<file path="config.mk">
export PLATFORM = sky130hd
export DESIGN_NAME = lsb_x
export DESIGN_NICKNAME = d
export VERILOG_FILES = /design/src/rtl/lsb_pkg.sv /design/src/rtl/lsb_x_dbnc_v.sv /design/src/rtl/lsb_x.sv
export SDC_FILE = /design/constraint.sdc
export NUM_CORES = 1
export LEC_CHECK = 0
export CORE_ASPECT_RATIO = 1.2
export CORE_MARGIN = 8
export CORE_UTILIZATION = 38
export CTS_CLUSTER_SIZE = 20
export DETAILED_ROUTE_END_ITERATION = 8
export GPL_ROUTABILITY_DRIVEN = 1
export GPL_TIMING_DRIVEN = 0
export PLACE_DENSITY = 0.61
export SYNTH_ARGS = -nofsm -noshare
export SYNTH_HDL_FRONTEND = slang
export SYNTH_HIERARCHICAL = 1
export SYNTH_SLANG_ARGS = --single-unit
</file>
<file path="constraint.sdc">
create_clock -name clk -period 2.55 [get_ports clk]
set_clock_uncertainty 0.15 [all_clocks]
set_input_delay 0.3825 -clock clk [delete_from_list [all_inputs] [get_ports clk]]
set_output_delay 0.3825 -clock clk [all_outputs]
set_load 0.05 [all_outputs]
</file>
<file path="src/rtl/lsb_pkg.sv">
`default_nettype none
// ============================================================================
// Module   : lsb_pkg
// Brief    : Register map, event field offsets and width limits for lsb_x.
// Revision : 1.0  initial release
// ============================================================================
package lsb_pkg;

    localparam logic [1:0] LSB_DATA = 2'd0;
    localparam logic [1:0] LSB_EVT  = 2'd1;
    localparam logic [1:0] LSB_IEN  = 2'd2;
    localparam logic [1:0] LSB_LTOG = 2'd3;

    localparam int PRESS_LSB   = 0;
    localparam int RELEASE_LSB = 16;

    localparam int MAX_BTN = 16;
    localparam int MAX_SWI = 16;
    localparam int MAX_LED = 32;

    // Bits of the EVT/IEN word that exist for a given button count.
    function automatic logic [31:0] evt_mask(input int nbtn);
        logic [31:0] m;
        m = '0;
        for (int i = 0; i < nbtn; i++) begin
            m[PRESS_LSB + i]   = 1'b1;
            m[RELEASE_LSB + i] = 1'b1;
        end
        return m;
    endfunction

endpackage
`default_nettype wire

</file>
<file path="src/rtl/lsb_x_dbnc_v.sv">
`default_nettype none
// ============================================================================
// Module   : dbnc_v
// Brief    : Vector 2-flop synchroniser, polarity fix and per-bit debouncer.
// Revision : 1.0  initial release
// ============================================================================
module dbnc_v #(
    parameter int WIDTH  = 4,
    parameter int CYCLES = 100000,
    parameter int POL    = 1
) (
    input  logic             clk,
    input  logic             rst,
    input  logic [WIDTH-1:0] din,
    output logic [WIDTH-1:0] dout
);

    localparam int             CW     = $clog2(CYCLES);
    localparam logic [CW-1:0]  c_last = CW'(CYCLES - 1);

    logic [WIDTH-1:0] r_sync1;
    logic [WIDTH-1:0] r_sync2;
    logic [WIDTH-1:0] w_lvl;

    always_ff @(posedge clk) begin
        if (rst) begin
            r_sync1 <= '0;
            r_sync2 <= '0;
        end else begin
            r_sync1 <= din;
            r_sync2 <= r_sync1;
        end
    end

    assign w_lvl = (POL != 0) ? r_sync2 : ~r_sync2;

    for (genvar i = 0; i < WIDTH; i++) begin : g_bit
        logic [CW-1:0] r_cnt;
        logic          r_out;

        // Any cycle where the input agrees with the output restarts the count.
        always_ff @(posedge clk) begin
            if (rst) begin
                r_cnt <= '0;
                r_out <= 1'b0;
            end else if (w_lvl[i] == r_out) begin
                r_cnt <= '0;
            end else if (r_cnt == c_last) begin
                r_out <= ~r_out;
                r_cnt <= '0;
            end else begin
                r_cnt <= r_cnt + 1'b1;
            end
        end

        assign dout[i] = r_out;
    end

endmodule
`default_nettype wire

</file>
<file path="src/rtl/lsb_x.sv">
`default_nettype none
// ============================================================================
// Module   : lsb_x
// Brief    : LED/switch/button bus peripheral with sticky events and irq.
// Revision : 1.0  initial release
// ============================================================================
module lsb_x
    import lsb_pkg::*;
#(
    parameter int NUM_BTN     = 4,
    parameter int NUM_SWI     = 4,
    parameter int NUM_LED     = 8,
    parameter int DBNC_CYCLES = 100000,
    parameter int BTN_POL     = 1,
    parameter int SWI_POL     = 1
) (
    input  logic               clk,
    input  logic               rst,
    input  logic               stb,
    input  logic               we,
    input  logic [1:0]         addr,
    input  logic [31:0]        data_in,
    output logic [31:0]        data_out,
    output logic               ack,
    input  logic [NUM_BTN-1:0] btn_in,
    input  logic [NUM_SWI-1:0] swi_in,
    output logic [NUM_LED-1:0] leds,
    output logic [NUM_BTN-1:0] btn_out,
    output logic [NUM_SWI-1:0] swi_out,
    output logic               irq
);

    localparam logic [31:0] c_evt_mask = evt_mask(NUM_BTN);

    logic [NUM_BTN-1:0] w_btn;
    logic [NUM_SWI-1:0] w_swi;
    logic [NUM_BTN-1:0] r_btn_d;
    logic [NUM_LED-1:0] r_leds;
    logic [31:0]        r_evt;
    logic [31:0]        r_ien;
    logic               r_irq;
    logic [31:0]        w_set;
    logic [31:0]        w_clr;
    logic               w_wr;
    logic [31:0]        w_rdata;

    dbnc_v #(
        .WIDTH  (NUM_BTN),
        .CYCLES (DBNC_CYCLES),
        .POL    (BTN_POL)
    ) u_dbnc_btn (
        .clk  (clk),
        .rst  (rst),
        .din  (btn_in),
        .dout (w_btn)
    );

    dbnc_v #(
        .WIDTH  (NUM_SWI),
        .CYCLES (DBNC_CYCLES),
        .POL    (SWI_POL)
    ) u_dbnc_swi (
        .clk  (clk),
        .rst  (rst),
        .din  (swi_in),
        .dout (w_swi)
    );

    assign w_wr  = stb & we;
    assign w_set = (32'(w_btn & ~r_btn_d) << PRESS_LSB)
                 | (32'(~w_btn & r_btn_d) << RELEASE_LSB);
    assign w_clr = (w_wr && addr == LSB_EVT) ? (data_in & c_evt_mask) : 32'd0;

    always_ff @(posedge clk) begin
        if (rst) begin
            r_btn_d <= '0;
            r_leds  <= '0;
            r_evt   <= '0;
            r_ien   <= '0;
            r_irq   <= 1'b0;
        end else begin
            r_btn_d <= w_btn;
            // Set is ORed in after the clear so a simultaneous edge is never lost.
            r_evt   <= (r_evt & ~w_clr) | w_set;
            r_irq   <= |(r_evt & r_ien);
            if (w_wr) begin
                case (addr)
                    LSB_DATA: r_leds <= data_in[NUM_LED-1:0];
                    LSB_IEN:  r_ien  <= data_in & c_evt_mask;
                    LSB_LTOG: r_leds <= r_leds ^ data_in[NUM_LED-1:0];
                    default:  ;
                endcase
            end
        end
    end

    always_comb begin
        w_rdata = 32'd0;
        if (stb && !we) begin
            case (addr)
                LSB_DATA: w_rdata = {16'(w_btn), 16'(w_swi)};
                LSB_EVT:  w_rdata = r_evt;
                LSB_IEN:  w_rdata = r_ien;
                default:  w_rdata = 32'(r_leds);
            endcase
        end
    end

    assign data_out = w_rdata;
    assign ack      = stb;
    assign leds     = r_leds;
    assign btn_out  = w_btn;
    assign swi_out  = w_swi;
    assign irq      = r_irq;

endmodule
`default_nettype wire
</file>
==> results of run 1 <==
-- cell families after synthesis --
| family | count (synthesis) | synth area share |
|---|---|---|
| AO/OA/AOI/OAI | 92 | 0.0707 |
| multiplexers | 9 | 0.0102 |
| XOR/XNOR | 115 | 0.114 |
| flip-flops | 189 | 0.429 |
| buffers and inverters | 89 | 0.0540 |
| other | 1 | 0.000426 |
| adder cells (fa/ha/maj) | 13 | 0.0185 |
| AND/OR/NAND/NOR | 485 | 0.303 |
-- layer usage --
layer / share of wire / routed length (um) / vias up
met5: 0.0014 / 27 / -
met3: 0.053 / 1060 / 19
met4: 0.012 / 244 / 4
li1: - / - / 3651
met1: 0.48 / 9450 / 3329
met2: 0.46 / 9010 / 109
-- through the flow --
stage	hold slack, ns	TNS [ns]	instance area, um^2	total power, mW
2_1_floorplan	0.264	0	8880	3.29
3_3_place_gp	0.267	-20.30	9830	3.40
3_5_place_dp	0.272	-20.58	9830	3.41
4_1_cts	0.288	0	10500	6.33
5_1_grt	0.301	0	10500	6.50
6_report	0.285	0	10500	6.24
-- worst register-to-register path, stage by stage, from the launching register on --
cell and delay (ns):
dfxtp_1 0.44, ha_1 0.18, buf_2 0.18, nand2_1 0.06, or4_1 0.54, o21ai_2 0.34
buf_4 0.25, nor2_1 0.06
-- state kept, by name, summed over array words and instances, names as in the netlist --
name                    cells
irq                         1
leds                        8
r_btn_d                     4
r_evt                       8
r_ien                       8
u_dbnc_btn/g_bit.r_cnt     68
u_dbnc_btn/g_bit.r_out      4
u_dbnc_btn/r_sync1          4
u_dbnc_btn/r_sync2          4
u_dbnc_swi/g_bit.r_cnt     68
u_dbnc_swi/g_bit.r_out      4
u_dbnc_swi/r_sync1          4
u_dbnc_swi/r_sync2          4
-- worst min-delay path by stage --
stage | start | slack [ns] | end | depth (start not counted)
detailed placement | u_dbnc_swi/r_sync1[1]$_SDFF_PP0_ | 0.27 | u_dbnc_swi/r_sync2[1]$_SDFF_PP0_ | 1
global route | u_dbnc_btn/r_sync1[3]$_SDFF_PP0_ | 0.30 | u_dbnc_btn/r_sync2[3]$_SDFF_PP0_ | 1
CTS | u_dbnc_btn/r_sync1[1]$_SDFF_PP0_ | 0.29 | u_dbnc_btn/r_sync2[1]$_SDFF_PP0_ | 1
finish | u_dbnc_btn/r_sync1[1]$_SDFF_PP0_ | 0.28 | u_dbnc_btn/r_sync2[1]$_SDFF_PP0_ | 1
floorplan | u_dbnc_btn/r_sync1[0]$_SDFF_PP0_ | 0.26 | u_dbnc_btn/r_sync2[0]$_SDFF_PP0_ | 1
global placement | u_dbnc_btn/r_sync1[3]$_SDFF_PP0_ | 0.27 | u_dbnc_btn/r_sync2[3]$_SDFF_PP0_ | 1
-- layout by cell type (no fill, tap or decap), types with 5 or more instances in the layout --
master,synthesis,layout
dfxtp_1,189,189
xnor2_1,65,65
nor3_1,20,20
nand3_2,5,5
and4_1,8,8
or3b_1,5,5
or3_1,8,8
nor2b_1,39,39
nand3b_1,8,8
clkbuf_1,13,12
o21ai_0,18,18
mux2i_1,9,9
clkdlybuf4s50_1,0,39
nand4_1,58,58
a222oi_1,8,8
conb_1,1,20
clkbuf_16,0,17
buf_2,10,10
a21oi_1,28,28
xor2_1,50,50
ha_1,13,10
and3_1,13,13
nand2_1,31,30
nand2b_1,9,9
or4_1,14,14
o31ai_1,12,12
inv_1,31,29
nand3_1,53,53
buf_4,32,38
nor4_1,32,32
nor2_1,155,154
a31oi_1,8,8
-- layout make-up --
cell class	instances	area [um^2]
fillers	2258	12500
flip-flops and latches	189	3780
plain buffers	55	353
clock buffers	19	443
clock inverters	13	199
well taps	315	394
multi-input cells	735	4670
repair buffers	55	533
inverters	31	116
-- power groups by stage --
stage	Sequential, mW	Clock, mW	Combinational (mW)
after floorplan	3.09	0	0.201
after global placement	3.07	0	0.337
after CTS	3.00	2.98	0.344
after global routing	3.00	3.13	0.371
after detailed placement	3.07	0	0.339
final	3.00	2.89	0.346
-- repair_timing --
item	CTS	global route
cloned	0	1
pin swaps	5	1
hold endpoints to repair	0	0
endpoints found under the setup margin	12	19
gates resized for setup	72	7
==> summary.txt, run 1 <==
CTS
  • Worst-skew pair later-pin latency: 0.43 ns
  • Postcts setup bufs: 0
  • Clk root buf: clkbuf_16
  • Maximum root-to-sink buffer count: 2
  • Number of CTS-inserted buffers: 17
  • Hold Buf Count CTS: 0
  • Clock tree from TritonCTS: yes
  • Clock sinks: 189
  • CTS H-tree depth: 4
  • CTS clock-pin slew for the worst setup and hold paths: 0.07 ns

Setup path
  • Crit path arrival time: 1.94 ns
  • CP cell instances: clkdlybuf4s50_1 -> clkbuf_4 -> and2b_4 -> and3_1 -> clkdlybuf4s15_2
  • Crit Path Class: input pin to output pin
  • Critical Path Source: we
  • Startpoint types: input pin
  • Reg2reg end: u_dbnc_btn/g_bit[2].r_cnt[9]$_SDFF_PP0_
  • CP peak stage delay: 0.47 ns
  • R2R Setup Slk: 0.25 ns
  • Crit-path max FO: 11
  • Crit path capture: data_out[5]
  • Delay-heaviest family, CP: buffers and inverters
  • Worst Setup End Kind: output pin
  • Critical path required time: 2.02 ns
  • CP Depth: 5
  • Origin of the critical flop-to-flop path: u_dbnc_btn/g_bit[2].r_cnt[1]$_SDFF_PP0_
  • Worst path bufs/invs: 3
  • Reg2reg path depth: 7
  • Slowest-stage cell, CP: clkdlybuf4s50_1

Logic synthesis
  • Share of the synthesized area in the top cell type: 0.429
  • Ys flop type: dfxtp_1
  • Synth top area cells: dfxtp_1 (43%), nor2_1 (6.6%), xnor2_1 (6.5%)
  • Synth warn: 6
  • Post-synth top area cell: dfxtp_1
  • Sequential area share after synthesis: 0.429
  • Synth unique cells: 57
  • Top-count cell post-synth: dfxtp_1
  • Number of synthesized register bits: 189
  • Mapped Cells: 993
  • Post-synth EDFFs: 0
  • Synth cell count leaders: dfxtp_1 (189), nor2_1 (155), xnor2_1 (65), nand4_1 (58), nand3_1 (53)
  • Syn avg cell area: 8.87 um^2
  • Synth async-reset ratio: 0
  • Synth Cell Area: 8810 um^2

Global routing
  • Met3 Use GR: 0.0381
  • First-pass GRT wire length: 33500 um
  • GR Util met1: 0.189
  • GR Util All Layers: 0.144
  • Global route hottest layer: met2
  • Total gr overflow: 0
  • Vias in the first global route: 6702
  • Met2 Use GR: 0.226
  • Largest net degree at the start of global routing: 21
  • Initial antenna violation count: 2

STA
  • Rel. slew slack: 0.358
  • Final setup viols: 0
  • Setup ws final: 0.0783 ns
  • Crit path time final: 2.47 ns
  • Max-slew violations: 0
  • Final hold vios: 0
  • Final period utilization: 0.969
  • Fmax: 405 MHz
  • Slew @ Worst Pin: 0.961 ns
  • RSZ-0062 raised after global routing: false

Floorplanning
  • Initial Utilization: 0.384
  • Chip height: 183 um
  • Die width: 155 um
  • Core area: 23000 um^2
  • I/O pins: 96
  • Die area: 28300 um^2
  • Row cnt: 61

Power
  • Clock Power Share: 0.464
  • Seq pwr share: 0.481
  • Peak supply drop: 0.000475 V
  • P per Cell Area: 595 nW/um^2
  • Switching part of the total: 0.230
  • NetSw: 1.44 mW
  • Leak: 3.44 nW
  • P_int: 4.80 mW
  • Combinational share of power: 0.056

Routing
  • Final wirelength: 19800 um
  • DR vias/cell: 5.04
  • Detailed Route Iter0 Violations: 376
  • DRC Markers: 0
  • First-pass DRT Iterations: 5
  • Drt wl/cell: 14.0 um
  • DR vias: 7112
  • Post-DRT Antenna Nets: 0

Worst hold path
  • Hold Path Class: flop to flop

Finish
  • Core Util, Final: 0.457
  • Diode count: 0
  • Synthesis-to-layout area growth: 19.0%
  • # nets final: 1143
  • Share of cells above drive strength 1: 0.108
  • Non-Filler Instances: 1412

Placement
  • I/O Buffers: 55
  • Placer Congestion: 0.812
  • Detail Placement HPWL: 14100 um
  • Placed insts: 1382
  • Post-Place Worst Slack: -0.901 ns

Run
  • Maximum Capacitance Violations: 0

Outcome
  • Status: finished, final reports clean
Note: power is estimated with default switching activity, not from simulation.
==> inputs of run 2 (changes only) <==
- clock period: 2.55 -> 2.84 ns (I/O delays scaled with it)
==> run 2 against run 1 <==
Effect of this change:
- utilization fell by 0.21 points
- highest routed layer unchanged
- wire length decreased by 0.28%
- largest cell class unchanged
- sequential share of layout area increased by 0.17 points
- power shrank 10%
- hold slack is essentially flat
- count of clock-buffer cells in the layout is the same
==> summary.txt, run 2 (synthesis results as in run 1) <==
CTS
  • CTS clock-pin slew for the worst setup and hold paths: 0.07 ns
  • Clk root buf: clkbuf_16
  • Worst-skew pair later-pin latency: 0.42 ns
  • Clock tree from TritonCTS: yes
  • Number of CTS-inserted buffers: 17
  • Postcts setup bufs: 0
  • Hold Buf Count CTS: 0
  • CTS H-tree depth: 4
  • Clock sinks: 189
  • Maximum root-to-sink buffer count: 2

Global routing
  • GR Util All Layers: 0.143
  • Largest net degree at the start of global routing: 21
  • Vias in the first global route: 6715
  • First-pass GRT wire length: 33500 um
  • Total gr overflow: 0
  • Initial antenna violation count: 2

Floorplanning
  • Initial Utilization: 0.384
  • Chip height: 183 um
  • Die area: 28300 um^2
  • Row cnt: 61
  • Die width: 155 um
  • I/O pins: 96
  • Core area: 23000 um^2

Routing
  • Drt wl/cell: 14.0 um
  • Final wirelength: 19700 um
  • Post-DRT Antenna Nets: 0
  • Detailed Route Iter0 Violations: 333
  • First-pass DRT Iterations: 5
  • DRC Markers: 0
  • DR vias/cell: 5.04
  • DR vias: 7114

Setup path
  • Origin of the critical flop-to-flop path: u_dbnc_btn/g_bit[2].r_cnt[0]$_SDFF_PP0_
  • Reg2reg path depth: 7
  • Crit Path Class: input pin to output pin
  • Crit path arrival time: 2.15 ns
  • Critical path required time: 2.26 ns
  • Startpoint types: input pin
  • Critical Path Source: stb
  • Crit-path max FO: 10
  • Reg2reg end: u_dbnc_btn/g_bit[2].r_cnt[10]$_SDFF_PP0_
  • Crit path capture: data_out[16]
  • Worst Setup End Kind: output pin
  • R2R Setup Slk: 0.55 ns

Finish
  • Diode count: 0
  • Final Cell Area: 10400 um^2
  • Synthesis-to-layout area growth: 18.5%
  • Share of cells above drive strength 1: 0.104
  • Most frequent cells in the layout: dfxtp_1 (189), nor2_1 (154), xnor2_1 (65)
  • # nets final: 1143
  • Top Registers: u_dbnc_btn/g_bit.r_cnt x68, u_dbnc_swi/g_bit.r_cnt x68
  • Most common cell after layout, fill and taps aside: dfxtp_1
  • Non-Filler Instances: 1412
  • Core Util, Final: 0.454

STA
  • Fmax: 366 MHz
  • Final hold vios: 0
  • Worst hold margin: 0.285 ns
  • Slew @ Worst Pin: 0.987 ns
  • Rel. slew slack: 0.340
  • Final setup viols: 0
  • RSZ-0062 raised after global routing: true
  • Final period utilization: 0.961
  • Setup ws final: 0.110 ns
  • Crit path time final: 2.73 ns
  • Setup TNS: 0 ns
  • Max-slew violations: 0

Power
  • Leak: 3.42 nW
  • Total power: 5.60 mW
  • Peak supply drop: 0.000423 V
  • P per Cell Area: 536 nW/um^2

Worst hold path
  • Worst Hold Depth: 1
  • Hold Path Class: flop to flop

Placement
  • DP Area: 9830 um^2
  • Placer Congestion: 0.812
  • Placed insts: 1382
  • I/O Buffers: 55
  • Detail Placement HPWL: 14100 um
  • Post-Place Worst Slack: -0.698 ns

Outcome
  • Status: finished, final reports clean

Run
  • Maximum Capacitance Violations: 0
-- run 2: layout make-up --
| type | count | area (um^2) |
|---|---|---|
| Fill cell | 2263 | 12500 |
| Multi-Input combinational cell | 734 | 4630 |
| Sequential cell | 189 | 3780 |
| Timing Repair Buffer | 55 | 515 |
| Clock buffer | 19 | 443 |
| Tap cell | 315 | 394 |
| Buffer | 56 | 358 |
| Clock inverter | 13 | 199 |
| Inverter | 31 | 116 |
-- run 2: critical path: stages --
cell,delay (ns)
clkdlybuf4s50_1,0.58
clkbuf_4,0.25
and2b_2,0.28
nand2_1,0.19
nor2_2,0.20
buf_4,0.22
-- run 2: worst min path at each step --
stage	from	end	slack (ns)
detailed placement	u_dbnc_swi/r_sync1[1]$_SDFF_PP0_	u_dbnc_swi/r_sync2[1]$_SDFF_PP0_	0.27
global placement	u_dbnc_btn/r_sync1[3]$_SDFF_PP0_	u_dbnc_btn/r_sync2[3]$_SDFF_PP0_	0.27
finish	u_dbnc_btn/r_sync1[1]$_SDFF_PP0_	u_dbnc_btn/r_sync2[1]$_SDFF_PP0_	0.28
floorplan	u_dbnc_btn/r_sync1[0]$_SDFF_PP0_	u_dbnc_btn/r_sync2[0]$_SDFF_PP0_	0.26
CTS	u_dbnc_btn/r_sync1[1]$_SDFF_PP0_	u_dbnc_btn/r_sync2[1]$_SDFF_PP0_	0.29
global route	u_dbnc_btn/r_sync1[3]$_SDFF_PP0_	u_dbnc_btn/r_sync2[3]$_SDFF_PP0_	0.30
-- run 2: power breakdown --
group	internal [mW]	total (mW)	leakage [nW]	switching [mW]
clock network	1.52	2.60	0.313	1.08
registers	2.67	2.69	1.53	0.0201
logic	0.111	0.304	1.58	0.194
total	4.31	5.60	3.42	1.29
-- run 2: what timing repair did --
action	in CTS	in global routing
pin swaps	4	2
setup endpoints to repair	12	9
resized for setup	56	7
-- run 2: per-layer routing --
metal  part of all wire  wire length (um)  track usage  vias up
li1                   -                 -            -     3650
met1               0.48              9430        0.188     3319
met2               0.46              9020        0.226      119
met3              0.051              1000       0.0374       22
met4              0.013               248       0.0436        4
met5             0.0014                27            0        -
==> inputs of run 3 (changes only) <==
- GPL_TIMING_DRIVEN: 0 -> not set
==> run 3 against run 2 <==
Effect of this change:
- sequential power is essentially flat
- hold slack gained 0.0042 ns
- global-route usage decreased by 1.0 points
- combinational power is 6.6% lower
- highest routed layer unchanged
==> summary.txt, run 3 (synthesis results as in run 1) <==
Global routing
  • Total gr overflow: 0
  • GR Util All Layers: 0.133
  • First-pass GRT wire length: 31200 um
  • Largest net degree at the start of global routing: 30
  • Initial antenna violation count: 3
  • Vias in the first global route: 6377

Run
  • Maximum Capacitance Violations: 0

Finish
  • Top Registers: u_dbnc_btn/g_bit.r_cnt x68, u_dbnc_swi/g_bit.r_cnt x68
  • Diode count: 0
  • Synthesis-to-layout area growth: 16.5%
  • Most common cell after layout, fill and taps aside: dfxtp_1
  • Most frequent cells in the layout: dfxtp_1 (189), nor2_1 (154), xnor2_1 (65)
  • # nets final: 1102
  • Share of cells above drive strength 1: 0.0814

STA
  • Setup TNS: 0 ns
  • Max-slew violations: 0
  • Crit path time final: 2.73 ns
  • Fmax: 367 MHz
  • Final hold vios: 0
  • Worst hold margin: 0.289 ns
  • RSZ-0062 raised after global routing: false
  • Slew @ Worst Pin: 1.06 ns
  • Final setup viols: 0
  • Setup ws final: 0.112 ns
  • Rel. slew slack: 0.295
  • Final period utilization: 0.961

Routing
  • Wire length on met2: 8570 um
  • First-pass DRT Iterations: 6
  • DRC Markers: 0
  • Uppermost routed layer: met5
  • DR vias/cell: 5.00
  • Metal-1 WL: 8860 um
  • Drt wl/cell: 13.5 um
  • Met3 wire len: 885 um
  • Final wirelength: 18500 um
  • DR vias: 6858
  • Post-DRT Antenna Nets: 0
  • Detailed Route Iter0 Violations: 321

Floorplanning
  • Initial Utilization: 0.384
  • Row cnt: 61
  • Die width: 155 um
  • Core area: 23000 um^2
  • Die area: 28300 um^2
  • Chip height: 183 um
  • I/O pins: 96

Worst hold path
  • Hold Path Class: flop to flop

Placement
  • Post-Place Worst Slack: 0.0584 ns
  • Detail Placement HPWL: 13300 um
  • I/O Buffers: 55
  • Placer Congestion: 0.790

CTS
  • Number of CTS-inserted buffers: 17
  • Maximum root-to-sink buffer count: 2
  • Postcts setup bufs: 0
  • CTS clock-pin slew for the worst setup and hold paths: 0.07 ns
  • Clock tree from TritonCTS: yes
  • Clock sinks: 189
  • Clk root buf: clkbuf_16
  • Worst-skew pair later-pin latency: 0.42 ns
  • CTS H-tree depth: 4

Setup path
  • Startpoint types: input pin
  • Crit Path Class: input pin to output pin
  • Crit path arrival time: 2.15 ns
  • CP peak stage delay: 0.55 ns
  • CP cell instances: clkdlybuf4s50_1 -> inv_1 -> ha_1 -> buf_4 -> a222oi_1 -> a21oi_1 -> buf_12
  • Slowest-stage cell, CP: clkdlybuf4s50_1
  • Critical path required time: 2.26 ns
  • Worst Setup End Kind: output pin
  • Crit-path max FO: 7

Power
  • Leak: 3.25 nW
  • P per Cell Area: 508 nW/um^2
  • Peak supply drop: 0.000374 V

Outcome
  • Status: finished, final reports clean
run 3: cell types whose count changed in the layout (fill, tap and decap cells not counted), sizes merged, moves of 2 or more:
cell and change:
buf -20, clkinvlp +2, bufinv -4, clkbuf -19
inv +3, clkdlybuf4s15 -2
run 3: where the power goes:
part	switching (mW)	internal [mW]
logic	0.187	0.0971
clock network	1.09	1.15
registers	0.0196	2.67
run 3: per-stage QoR:
step | util | instance area [um^2] | cells | power [mW]
finish | 0.447 | 10300 | 1371 | 5.21
global route | 0.447 | 10300 | 1371 | 5.44
CTS | 0.446 | 10300 | 1371 | 5.30
detailed placement | 0.423 | 9710 | 1339 | 3.04
global placement | 0.423 | 9710 | 1339 | 3.03
floorplan | - | 8880 | 1012 | 2.95
run 3: worst max-delay path: cells and delay by family:
kind	cells	cell delay, ns
adders and majority gates	1	0.20
buffers and inverters	4	0.98
AOI/OAI and AO/OA	2	0.54
run 3: worst paths after layout:
kind | startpoint | end | slack (ns) | depth (start not counted)
worst max-delay path | addr[1] | data_out[3] | 0.11 | 7
worst max register to register | u_dbnc_swi/g_bit[1].r_cnt[0]$_SDFF_PP0_ | u_dbnc_swi/g_bit[1].r_cnt[7]$_SDFF_PP0_ | 0.50 | 5
worst min-delay path | u_dbnc_btn/r_sync1[2]$_SDFF_PP0_ | u_dbnc_btn/r_sync2[2]$_SDFF_PP0_ | 0.29 | 1
worst min register to register | u_dbnc_btn/r_sync1[2]$_SDFF_PP0_ | u_dbnc_btn/r_sync2[2]$_SDFF_PP0_ | 0.29 | 1
run 3: cell type report:
type                            instances  area (um^2)
Clock buffer                           17          425
Clock inverter                         15          125
Fill cell                            2270        12700
Inverter                               31          116
Multi-Input combinational cell        734         4630
Sequential cell                       189         3780
Tap cell                              315          394
Timing Repair Buffer                   70          788
run 3: timing repair:
item,CTS,global route
resized for setup,0,2
setup endpoints to repair,0,6
hold buffers,0,0
run 3: per-layer routing:
metal  up-vias  GRT usage
met3        17     0.0379
li1       3553          -
met4         6     0.0365
met1      3168      0.168
met2       114      0.218
met5         -          0
